File: src/rtl/cpu_pkg.sv
`default_nettype none
// ============================================================================
// Module   : cpu_pkg
// Purpose  : Shared widths, opcode constants and handshake state encoding.
// Revision : 1.0
// ============================================================================
package cpu_pkg;

  localparam int DATA_WIDTH_DEF = 32;

  localparam logic [2:0] OP_CLR  = 3'b000;
  localparam logic [2:0] OP_LDA  = 3'b001;
  localparam logic [2:0] OP_LDB  = 3'b010;
  localparam logic [2:0] OP_ALU3 = 3'b011;
  localparam logic [2:0] OP_ALU4 = 3'b100;
  localparam logic [2:0] OP_ALU5 = 3'b101;
  localparam logic [2:0] OP_ALU6 = 3'b110;
  localparam logic [2:0] OP_ALU7 = 3'b111;

  typedef enum logic [0:0] {
    IDLE  = 1'b0,
    ISSUE = 1'b1
  } state_t;

endpackage
`default_nettype wire

File: src/rtl/operand_reg.sv
`default_nettype none
// ============================================================================
// Module   : operand_reg
// Purpose  : One operand register with clear/load and a loaded flag.
// Revision : 1.0
// ============================================================================
module operand_reg #(
  parameter int DATA_WIDTH = 32
) (
  input  logic                  clk,
  input  logic                  reset,
  input  logic                  clr,
  input  logic                  load,
  input  logic                  clr_flag,
  input  logic [DATA_WIDTH-1:0] data_in,
  output logic [DATA_WIDTH-1:0] q,
  output logic                  loaded
);

  // clear outranks load; clr_flag only drops the loaded flag, keeping the data
  always_ff @(posedge clk or negedge reset) begin
    if (!reset) begin
      q      <= '0;
      loaded <= 1'b0;
    end else if (clr) begin
      q      <= '0;
      loaded <= 1'b0;
    end else if (load) begin
      q      <= data_in;
      loaded <= 1'b1;
    end else if (clr_flag) begin
      loaded <= 1'b0;
    end
  end

endmodule
`default_nettype wire

File: src/rtl/operand_register_unit.sv
`default_nettype none
// ============================================================================
// Module   : operand_register_unit
// Purpose  : Operand registers A/B with valid/ready issue of operand pairs to the ALU.
// Revision : 1.0
// ============================================================================
module operand_register_unit
  import cpu_pkg::*;
#(
  parameter int DATA_WIDTH     = DATA_WIDTH_DEF,
  parameter bit CLEAR_ON_ISSUE = 1'b0
) (
  input  logic                  clk,
  input  logic                  reset,
  input  logic                  cmd_valid,
  output logic                  cmd_ready,
  input  logic                  write_A,
  input  logic                  write_B,
  input  logic                  reset_A,
  input  logic                  reset_B,
  input  logic                  read_A,
  input  logic                  read_B,
  input  logic [2:0]            opcode,
  input  logic [DATA_WIDTH-1:0] data_in,
  output logic [DATA_WIDTH-1:0] operand_A,
  output logic [DATA_WIDTH-1:0] operand_B,
  output logic [2:0]            alu_op,
  output logic                  op_valid,
  input  logic                  alu_ready,
  output logic                  A_loaded,
  output logic                  B_loaded,
  output logic                  read_error
);

  state_t state, state_next;
  logic   accept, any_read, any_mod, issue_go, read_bad, flag_clr;

  assign accept   = cmd_valid && (state == IDLE);
  assign any_read = read_A || read_B;
  assign any_mod  = write_A || write_B || reset_A || reset_B;
  // a read mixed with any write/reset is always an error, even if both are loaded
  assign issue_go = accept && any_read && !any_mod && A_loaded && B_loaded;
  assign read_bad = accept && any_read && !issue_go;
  assign flag_clr = CLEAR_ON_ISSUE && (state == ISSUE) && alu_ready;

  always_ff @(posedge clk or negedge reset) begin
    if (!reset) state <= IDLE;
    else        state <= state_next;
  end

  always_comb begin
    state_next = state;
    cmd_ready  = 1'b0;
    case (state)
      IDLE: begin
        cmd_ready = 1'b1;
        if (issue_go) state_next = ISSUE;
      end
      ISSUE: begin
        if (alu_ready) state_next = IDLE;
      end
      default: state_next = IDLE;
    endcase
  end

  always_ff @(posedge clk or negedge reset) begin
    if (!reset) begin
      op_valid   <= 1'b0;
      read_error <= 1'b0;
      alu_op     <= '0;
    end else begin
      op_valid   <= (state_next == ISSUE);
      read_error <= read_bad;
      if (issue_go) alu_op <= opcode;
    end
  end

  operand_reg #(.DATA_WIDTH(DATA_WIDTH)) u_reg_a (
    .clk      (clk),
    .reset    (reset),
    .clr      (accept && reset_A),
    .load     (accept && write_A),
    .clr_flag (flag_clr),
    .data_in  (data_in),
    .q        (operand_A),
    .loaded   (A_loaded)
  );

  operand_reg #(.DATA_WIDTH(DATA_WIDTH)) u_reg_b (
    .clk      (clk),
    .reset    (reset),
    .clr      (accept && reset_B),
    .load     (accept && write_B),
    .clr_flag (flag_clr),
    .data_in  (data_in),
    .q        (operand_B),
    .loaded   (B_loaded)
  );

endmodule
`default_nettype wire

File: config.mk
export PLATFORM = sky130hd
export DESIGN_NAME = operand_register_unit
export DESIGN_NICKNAME = d
export VERILOG_FILES = /design/src/rtl/cpu_pkg.sv /design/src/rtl/operand_reg.sv /design/src/rtl/operand_register_unit.sv
export SDC_FILE = /design/constraint.sdc
export NUM_CORES = 1
export LEC_CHECK = 0
export ABC_CLOCK_PERIOD_IN_PS = 1300
export CAP_MARGIN = 10
export CORE_ASPECT_RATIO = 1.75
export CORE_MARGIN = 2
export CORE_UTILIZATION = 40
export DETAILED_ROUTE_END_ITERATION = 7
export GPL_TIMING_DRIVEN = 0
export MAX_ROUTING_LAYER = met4
export PLACE_DENSITY = 0.77
export SETUP_SLACK_MARGIN = 0.15
export SYNTH_ARGS = -nofsm -noshare
export SYNTH_HDL_FRONTEND = slang
export SYNTH_SLANG_ARGS = --single-unit
File: constraint.sdc
create_clock -name clk -period 1.3 [get_ports clk]
set_clock_uncertainty 0.2 [all_clocks]
set_input_delay 0.39 -clock clk [delete_from_list [all_inputs] [get_ports clk]]
set_output_delay 0.39 -clock clk [all_outputs]
set_load 0.02 [all_outputs]
==> results of run 1 <==
-- final cells by class --
class / count / area, um2
multi-input cells: 144 / 2110
repair buffers: 171 / 1784
flip-flops and latches: 71 / 1779
fillers: 290 / 920.9
plain buffers: 36 / 435.4
clock buffers: 12 / 236.5
inverters: 33 / 126.4
well taps: 88 / 110.1
clock inverters: 2 / 10.01
diodes: 1 / 2.502
-- registers in the layout (all words and copies together) (netlist names) --
name / count
u_reg_a.q: 32
read_error: 1
op_valid: 1
alu_op: 3
u_reg_a.loaded: 1
u_reg_b.loaded: 1
u_reg_b.q: 32
-- cell families (layout without fill, tap and decap cells) --
kind of cell           Yosys count  in the layout  share of synthesized area, %
and+or+nand+nor                  5              5                         1.378
buffers and inverters           69            254                         9.647
DFF                             71             71                         57.56
AOI/OAI and AO/OA              136            136                         30.32
muxes                            3              3                         1.094
other                            0              1                             0
-- metal layers --
| metal | vias to the layer above | wire length (um) |
|---|---|---|
| li1 | 1449 | - |
| met1 | 1733 | 4964 |
| met2 | 141 | 7558 |
| met3 | 40 | 464 |
| met4 | 0 | 452 |
| met5 | - | 0 |
-- synth_stat cells --
library cell	number
o21ai_0	67
mux2_2	3
o31ai_1	2
o2111a_2	1
nor2_2	1
o21bai_1	1
clkbuf_1	17
buf_2	15
o41ai_1	64
dfrtp_1	71
inv_1	33
and4bb_1	1
clkbuf_2	1
nand2b_4	1
nor2b_1	1
a21oi_1	1
buf_4	1
buf_6	2
nor2_1	1
-- metrics by stage --
| stage | hold WS, ns | utilization [%] | cell area [um2] | TNS [ns] |
|---|---|---|---|---|
| after floorplan | -0.1056 | - | 3802 | -9.528 |
| after global placement | 0.2698 | 67.25 | 5054 | -253.08 |
| after detailed placement | 0.2797 | 67.22 | 5051 | -64.30 |
| after CTS | 0.01376 | 76.19 | 5725 | -25.02 |
| after global routing | -0.08746 | 87.75 | 6594 | -33.71 |
| final | -0.1472 | 87.75 | 6594 | -29.96 |
-- report_power, final --
group	switching, W	internal (W)	total, W
Clock	0.000928	0.00126	0.00219
Sequential	0.000202	0.00243	0.00264
Combinational	0.00117	0.00124	0.00242
-- how the worst min path moves through the flow --
stage | end | cells after the start
3_5_place_dp | u_reg_a.q[30]$_DFFE_PN0P_ | 2
2_1_floorplan | alu_op[0]$_DFFE_PN0P_ | 0
3_3_place_gp | u_reg_b.q[11]$_DFFE_PN0P_ | 2
4_1_cts | u_reg_a.q[4]$_DFFE_PN0P_ | 1
6_report | u_reg_a.q[5]$_DFFE_PN0P_ | 1
5_1_grt | u_reg_a.q[5]$_DFFE_PN0P_ | 1
-- timing repair --
item | 4_1_cts | 5_1_grt
endpoints found under the setup margin | 143 | 160
cloned | 0 | 8
setup buffers | 22 | 27
pin swaps | 3 | 5
hold endpoints to repair | 0 | 71
gates resized for setup | 469 | 74
==> run_results.csv, run 1 <==
group,metric,value,unit
run_status,status,"finished, violations left",
run_status,failed_checks,"hold timing, setup timing",
die,placeableCoreArea,7515,um2
timing,worst_pin_slew,1.083,ns
synthesis,synth_area_leaders,"dfrtp_1, o41ai_1, o21ai_0, inv_1, buf_2",
synthesis,syn-mean-instance-area,10.87,um2
synthesis,warning_count_from_the_yosys_run,0,
worst_setup_path,path_max_fanout,8,
timing,post-route-min-period,1.618,ns
place,pre_cts_ws,-0.7610,ns
global_route,grt_first_pass_wirelength,17.02,mm
die,pin_count,117,
worst_setup_path,cp_slowest_stage_delay,0.44,ns
worst_setup_path,cp_num_cells,5,
clocking,cts_tree,"built",
power_and_ir_drop,total_power,0.007245,W
drt,first_pass_iters,4,
hold_path,holdCritPathClass,"in -> async",
timing,setup_slack,-0.3175,ns
worst_setup_path,r2r-end,"u_reg_b.q[10]$_DFFE_PN0P_",
worst_setup_path,startpoint_type,"register",
global_route,grt_start_max_net_pins,72,
clocking,worst_setup_hold_path_clk_slew,0.06,ns
drt,vias,3363,
worst_setup_path,cp-endpoint,"u_reg_b.q[10]$_DFFE_PN0P_",
worst_setup_path,arrival,1.60,ns
synthesis,synth_fp_nets,329,
final_layout,finalNetCount,511,
drt,vias_cell,6.027,
synthesis,synth.yosys.seq_area_share,57.56,%
die,starting_utilization_of_the_core_area,41.08,%
timing,rsz0062_at_grt,"true",
worst_setup_path,critPathSlowestCell,"dfrtp_2",
drt,ant_nets,0,
worst_setup_path,timing.setup.critical_path_class,"reg -> reg",
final_layout,most-common-layout-cells,"buf_6, dfrtp_1, buf_4",
final_layout,mostFrequentLayoutCell,"buf_6",
job,cap_viol_max_count,0,
power_and_ir_drop,irDropWorstVdd,0.8578,mV
clocking,insertion_delay,0.35,ns
global_route,globalRouteMet2Util,46.88,%
worst_setup_path,crit_path_cell_trace,"nand2b_4 > buf_12 > clkbuf_16 > o21ai_2 > o41ai_2",
timing,fmax,618.2,MHz
final_layout,layoutNonFillerInstCount,558,
synthesis,synth_largest_area_cell,"dfrtp_1",
die,fp.dieArea,8463,um2
power_and_ir_drop,power.density,1099,nW/um2
clocking,htree_num_levels,3,
worst_setup_path,type_of_element_capturing_the_critical_path,"register",
timing,setup_viol,142,
die,fp-row-count,42,
timing,period_share,124.4,%
place,portBuffers,114,
timing,timing_max_transition_violations_final,0,
synthesis,postSynthRegisterBits,71,
place,gp_congestion,0.7433,
synthesis,post_synth_inst_count,284,
clocking,cts.hold.buffers_added,0,
synthesis,synth.distinct_cells,19,
worst_setup_path,critical_path_required_time,1.29,ns
worst_setup_path,worstPathBufferInverterCount,2,
global_route,met3_usage,3.250,%
timing,timing.max_slew.rel_slack,27.83,%
worst_setup_path,worstRegToRegCells,5,
timing,final.hold.worst_slack,-0.1472,ns
drt,route.detailed.drc,0,
worst_setup_path,reg2reg_setup_slack,-0.32,ns
global_route,grt.total_usage,27.00,%
drt,initial_drt_markers,290,
global_route,grt_overflow,0,
power_and_ir_drop,cellLeakagePower,3.165,nW
worst_setup_path,cp-startpoint,"op_valid$_DFF_PN0_",
worst_setup_path,r2r_start,"op_valid$_DFF_PN0_",
place,placed_cells_incl_taps,486,
clocking,numClockSinks,71,
drt,wl,13.44,mm
timing,final_hold_viol_count,71,
worst_setup_path,cpLargestDelayFamily,"flip-flops",
die,die_w,70.41,um
place,hpwl,7.393,mm
synthesis,syn_std_cell_area,3087,um2
final_layout,flow.area_growth_from_synthesis,113.6,%
clocking,cts_buffer_depth,2,
global_route,most_used_routing_layer,"met2",
drt,dr_wl_cell,24.08,um
clocking,cts_inserted_buffers,9,
final_layout,drive_gt1_share,62.90,%
synthesis,area_share_of_the_leading_cell_type_in_the_synthesized_netlist,57.56,%
global_route,gr-usage-met1,30.32,%
die,die-height,120.2,um
clocking,clock_tree.root_cell,"clkbuf_16",
global_route,number_of_antenna_violations_at_the_first_check_in_global_routing,1,
global_route,first_global_vias,3292,
Power figures use the tool's default switching activity.
==> inputs of run 2 (changes only) <==
--- a/config.mk
+++ b/config.mk
@@ -5,15 +5,15 @@
 export SDC_FILE = /design/constraint.sdc
 export NUM_CORES = 1
 export LEC_CHECK = 0
-export ABC_CLOCK_PERIOD_IN_PS = 1300
+export ABC_CLOCK_PERIOD_IN_PS = 1800
 export CAP_MARGIN = 10
 export CORE_ASPECT_RATIO = 1.75
 export CORE_MARGIN = 2
-export CORE_UTILIZATION = 40
+export CORE_UTILIZATION = 44
 export DETAILED_ROUTE_END_ITERATION = 7
 export GPL_TIMING_DRIVEN = 0
 export MAX_ROUTING_LAYER = met4
-export PLACE_DENSITY = 0.77
+export PLACE_DENSITY = 0.8
 export SETUP_SLACK_MARGIN = 0.15
 export SYNTH_ARGS = -nofsm -noshare
 export SYNTH_HDL_FRONTEND = slang
==> constraint.sdc (replaced) <==
create_clock -name clk -period 1.8 [get_ports clk]
set_clock_uncertainty 0.2 [all_clocks]
set_input_delay 0.54 -clock clk [delete_from_list [all_inputs] [get_ports clk]]
set_output_delay 0.54 -clock clk [all_outputs]
set_load 0.02 [all_outputs]
==> run_results.csv, run 2 (same netlist as run 1, synthesis figures left out) <==
group,metric,value,unit
drt,initial_drt_markers,231,
global_route,grt_start_max_net_pins,72,
clocking,htree_num_levels,3,
worst_setup_path,startpoint_type,"register",
die,fp-row-count,40,
global_route,number_of_antenna_violations_at_the_first_check_in_global_routing,0,
final_layout,drive_gt1_share,53.46,%
worst_setup_path,cp-startpoint,"op_valid$_DFF_PN0_",
drt,ant_nets,0,
die,die-height,114.8,um
worst_setup_path,r2r-end,"u_reg_a.q[29]$_DFFE_PN0P_",
clocking,cts.hold.buffers_added,0,
clocking,cts_inserted_buffers,9,
timing,rsz0062_at_grt,"true",
die,fp.dieArea,7728,um2
job,cap_viol_max_count,0,
die,die_w,67.32,um
timing,timing.setup.tns,0,ns
drt,wl,11.47,mm
timing,timing_max_transition_violations_final,0,
drt,dr_wl_cell,22.81,um
global_route,grt_first_pass_wirelength,16.06,mm
final_layout,reg.largest.list,"u_reg_a.q: 32 flops, u_reg_b.q: 32 flops, alu_op: 3 flops",
worst_setup_path,r2r_start,"op_valid$_DFF_PN0_",
clocking,worst_setup_hold_path_clk_slew,0.06,ns
power_and_ir_drop,irDropWorstVdd,0.7374,mV
worst_setup_path,reg2reg_setup_slack,0.09,ns
hold_path,holdCritPathClass,"in -> async",
place,portBuffers,114,
timing,final.hold.worst_slack,0.1148,ns
clocking,insertion_delay,0.33,ns
clocking,cts_tree,"built",
worst_setup_path,cp-endpoint,"u_reg_a.q[29]$_DFFE_PN0P_",
final_layout,utilization,77.54,%
place,gp_congestion,0.8437,
global_route,grt_overflow,0,
timing,final_hold_viol_count,0,
drt,route.detailed.drc,0,
global_route,grt.total_usage,28.73,%
global_route,first_global_vias,3100,
timing,fmax,583.3,MHz
worst_setup_path,path_max_fanout,10,
power_and_ir_drop,power.density,948.0,nW/um2
worst_setup_path,critical_path_required_time,1.82,ns
drt,vias,3135,
die,pin_count,117,
drt,first_pass_iters,5,
worst_setup_path,arrival,1.73,ns
run_status,status,"completed",
drt,vias_cell,6.233,
timing,post-route-min-period,1.715,ns
clocking,numClockSinks,71,
timing,worst_pin_slew,0.8895,ns
final_layout,mostFrequentLayoutCell,"buf_2",
final_layout,sequential_cell_area,1777,um2
clocking,cts_buffer_depth,2,
timing,period_share,95.25,%
final_layout,most-common-layout-cells,"buf_2, dfrtp_1, o41ai_2",
worst_setup_path,worstRegToRegCells,5,
die,placeableCoreArea,6807,um2
final_layout,finalNetCount,459,
final_layout,flow.area_growth_from_synthesis,70.98,%
final_layout,diodes,0,
power_and_ir_drop,cellLeakagePower,2.665,nW
timing,timing.max_slew.rel_slack,40.70,%
place,hpwl,6.697,mm
worst_setup_path,timing.setup.critical_path_class,"reg -> reg",
die,starting_utilization_of_the_core_area,45.35,%
clocking,clock_tree.root_cell,"clkbuf_16",
final_layout,multi_input_comb_area,1772,um2
timing,setup_viol,0,
worst_setup_path,type_of_element_capturing_the_critical_path,"register",
final_layout,fillCellCount,431,
[run 2: cell types whose count changed in the layout (fill, tap and decap cells not counted), moves of 7 or more]
cell,before,now
buf_2,1,76
buf_6,79,8
buf_4,51,7
o21ai_1,19,35
o21ai_4,16,1
o41ai_4,26,14
o41ai_2,38,48
clkbuf_16,17,10
o21ai_2,32,25
[run 2: worst min-delay path by stage]
stage | end | cells past startpoint
floorplan | alu_op[0]$_DFFE_PN0P_ | 0
global placement | u_reg_b.q[0]$_DFFE_PN0P_ | 2
detailed placement | u_reg_a.q[18]$_DFFE_PN0P_ | 2
CTS | u_reg_a.q[27]$_DFFE_PN0P_ | 1
global route | u_reg_b.q[21]$_DFFE_PN0P_ | 1
finish | u_reg_b.q[22]$_DFFE_PN0P_ | 1
[run 2: report_power, final]
group / internal [W] / switching (W)
clock: 0.00125 / 0.000690
sequential: 0.00176 / 0.000111
combinational: 0.000486 / 0.000708
[run 2: final cells by class]
type / count / share of cell area [%]
buffer: 36 / 6.377
clock buffer: 11 / 4.599
clock inverter: 5 / 1.541
inverter: 33 / 2.347
multi-input combinational: 144 / 33.57
sequential: 71 / 33.67
tap: 84 / 1.991
timing repair buffer: 119 / 15.91
[run 2: stage by stage]
step / power, W / area [um2] / instances / setup slack (ns)
2_1_floorplan: 0.002333 / 3102 / 284 / 0.03769
6_report: 0.005003 / 5278 / 503 / 0.08549
3_3_place_gp: 0.002872 / 4348 / 482 / -2.322
4_1_cts: 0.004789 / 4835 / 501 / 0.08063
5_1_grt: 0.005122 / 5278 / 503 / 0.004530
3_5_place_dp: 0.002891 / 4345 / 482 / -0.4187
[run 2: repair_timing]
action / CTS / global route
gates cloned: 1 / 1
pin swaps: 8 / 27
gates resized for setup: 396 / 147
setup endpoints to repair: 143 / 72
setup buffers: 2 / 1
[run 2: critical path, stage by stage (launching register included)]
cell and delay [ns]:
dfrtp_1 0.41, buf_6 0.14, nand2b_4 0.19, buf_6 0.16, buf_6 0.16, o41ai_2 0.33
[run 2: per-layer routing]
layer  vias up  wire (um)  GRT usage (%)
met1      1609       4084          32.48
met3        40        553          2.838
met5         -          0              -
met2       144       6418          49.31
met4         0        415          14.56
li1       1342          -              -
==> inputs of run 3 (changes only) <==
--- a/config.mk
+++ b/config.mk
@@ -7,13 +7,15 @@
 export LEC_CHECK = 0
 export ABC_CLOCK_PERIOD_IN_PS = 1800
 export CAP_MARGIN = 10
+export CELL_PAD_IN_SITES_DETAIL_PLACEMENT = 1
+export CELL_PAD_IN_SITES_GLOBAL_PLACEMENT = 2
 export CORE_ASPECT_RATIO = 1.75
 export CORE_MARGIN = 2
-export CORE_UTILIZATION = 44
+export CORE_UTILIZATION = 26
 export DETAILED_ROUTE_END_ITERATION = 7
 export GPL_TIMING_DRIVEN = 0
 export MAX_ROUTING_LAYER = met4
-export PLACE_DENSITY = 0.8
+export PLACE_DENSITY = 0.78
 export SETUP_SLACK_MARGIN = 0.15
 export SYNTH_ARGS = -nofsm -noshare
 export SYNTH_HDL_FRONTEND = slang
==> run_results.csv, run 3 (same netlist as run 1, synthesis figures left out) <==
group,metric,value,unit
run_status,status,"finished, violations left",
run_status,failed_checks,"hold timing",
die,die-height,148.1,um
timing,worst_pin_slew,0.9551,ns
worst_setup_path,path_max_fanout,3,
power_and_ir_drop,combPwrFrac,27.5,%
timing,post-route-min-period,1.672,ns
final_layout,fillCellCount,1205,
final_layout,flow.area_growth_from_synthesis,83.22,%
power_and_ir_drop,irDropWorstVdd,0.6563,mV
power_and_ir_drop,intPower,0.003342,W
final_layout,drive_gt1_share,56.15,%
worst_setup_path,worstRegToRegCells,5,
worst_setup_path,cpLargestDelayFamily,"flip-flops",
die,starting_utilization_of_the_core_area,26.65,%
clocking,htree_num_levels,3,
place,placed_cells_incl_taps,534,
drt,vias,3028,
timing,timing_max_transition_violations_final,0,
global_route,number_of_antenna_violations_at_the_first_check_in_global_routing,0,
timing,rsz0062_at_grt,"true",
clocking,cts_buffer_depth,2,
timing,period_share,92.92,%
clocking,insertion_delay,0.34,ns
global_route,grt_overflow,0,
global_route,grt_first_pass_wirelength,18.24,mm
final_layout,mostFrequentLayoutCell,"dfrtp_1",
global_route,grt_start_max_net_pins,72,
power_and_ir_drop,cellLeakagePower,2.789,nW
final_layout,most-common-layout-cells,"dfrtp_1, buf_2, o41ai_2",
timing,final_hold_viol_count,2,
power_and_ir_drop,power.density,859.4,nW/um2
clocking,numClockSinks,71,
die,die_w,86.37,um
power_and_ir_drop,pwr-share-clk,33.8,%
timing,timing.max_slew.rel_slack,36.33,%
final_layout,reg.largest.list,"u_reg_a.q: 32 flops, u_reg_b.q: 32 flops, alu_op: 3 flops",
job,cap_viol_max_count,0,
power_and_ir_drop,total_power,0.004860,W
timing,final.hold.worst_slack,-0.006796,ns
die,pin_count,117,
worst_setup_path,type_of_element_capturing_the_critical_path,"output port",
clocking,cts_tree,"built",
hold_path,holdCritPathClass,"in -> async",
final_layout,layoutNonFillerInstCount,566,
clocking,clock_tree.root_cell,"clkbuf_16",
power_and_ir_drop,sequentialPowerShare,38.7,%
worst_setup_path,worstPathBufferInverterCount,2,
die,placeableCoreArea,11580,um2
drt,ant_nets,0,
worst_setup_path,crit_path_cell_trace,"inv_2 > buf_6",
timing,fmax,597.9,MHz
clocking,worst_setup_hold_path_clk_slew,0.05,ns
drt,vias_cell,5.350,
worst_setup_path,arrival,0.93,ns
worst_setup_path,cp_slowest_stage_delay,0.41,ns
final_layout,diodes,0,
place,portBuffers,114,
drt,route.detailed.drc,0,
drt,dr_wl_cell,22.17,um
clocking,cts_inserted_buffers,9,
place,hpwl,8.163,mm
place,gp_congestion,0.7648,
worst_setup_path,cp_num_cells,2,
final_layout,finalNetCount,473,
global_route,grt.total_usage,19.27,%
power_and_ir_drop,p_sw_share,31.24,%
worst_setup_path,critical_path_required_time,1.06,ns
drt,wl,12.55,mm
timing,setup_viol,0,
worst_setup_path,startpoint_type,"register",
power_and_ir_drop,power.switching,0.001518,W
global_route,first_global_vias,3202,
drt,first_pass_iters,4,
drt,initial_drt_markers,108,
worst_setup_path,critPathSlowestCell,"dfrtp_1",
die,fp.dieArea,12790,um2
die,fp-row-count,52,
worst_setup_path,timing.setup.critical_path_class,"reg -> out",
==> run 3: final timing paths <==
kind                                           start                        end  slack, ns
hold / removal                                 reset  u_reg_b.q[22]$_DFFE_PN0P_     -0.007
min in group clk                             reset_B   u_reg_b.q[7]$_DFFE_PN0P_       0.22
setup reg to reg                  op_valid$_DFF_PN0_  u_reg_a.q[18]$_DFFE_PN0P_       0.14
setup / recovery                  op_valid$_DFF_PN0_                  cmd_ready       0.13
max in group asynchronous                      reset   u_reg_a.q[5]$_DFFE_PN0P_       1.07
hold reg to reg            u_reg_b.q[14]$_DFFE_PN0P_  u_reg_b.q[14]$_DFFE_PN0P_       0.29
==> run 3: power by group through the flow <==
| stage | combinational (W) | sequential (W) | clock [W] |
|---|---|---|---|
| floorplan | 0.000276 | 0.00206 | 0 |
| CTS | 0.00105 | 0.00186 | 0.00166 |
| detailed placement | 0.00105 | 0.00188 | 0 |
| finish | 0.00134 | 0.00188 | 0.00164 |
| global route | 0.00142 | 0.00190 | 0.00171 |
| global placement | 0.00103 | 0.00188 | 0 |
==> run 3: area by class of cell <==
cell class | instances | area (um2) | share of cell area (%)
Timing Repair Buffer | 133 | 1095 | 19.36
Sequential cell | 71 | 1777 | 31.42
Buffer | 36 | 317.8 | 5.619
Tap cell | 135 | 168.9 | 2.987
Multi-Input combinational cell | 144 | 1908 | 33.74
Clock buffer | 13 | 260.3 | 4.602
Clock inverter | 1 | 5.005 | 0.08850
Inverter | 33 | 123.9 | 2.190
==> run 3: per-layer routing <==
layer	track usage [%]	vias to the layer above	wire length (um)
met5	-	-	0
met4	7.031	0	310
met3	2.997	16	385
met2	35.19	71	7241
met1	20.56	1574	4611
li1	-	1367	-
==> run 3: what timing repair did <==
action	in CTS	in global routing
setup buffers	2	15
pin swaps	5	32
gates resized for setup	411	188
gates cloned	0	1
hold buffers	0	0
endpoints found under the hold margin	0	0
setup endpoints to repair	142	91
==> run 3: metrics by stage <==
step | utilization (%) | setup slack, ns | instance area [um2] | hold slack, ns | TNS, ns
floorplan | - | 0.03769 | 3102 | 0.04441 | 0
global placement | 38.09 | -2.488 | 4412 | 0.2904 | -201.73
detailed placement | 38.31 | -0.4460 | 4437 | 0.2944 | -27.10
CTS | 41.67 | 0.09147 | 4826 | 0.02637 | 0
global route | 48.83 | 0.06864 | 5655 | 0.04036 | 0
finish | 48.83 | 0.1275 | 5655 | -0.006796 | 0
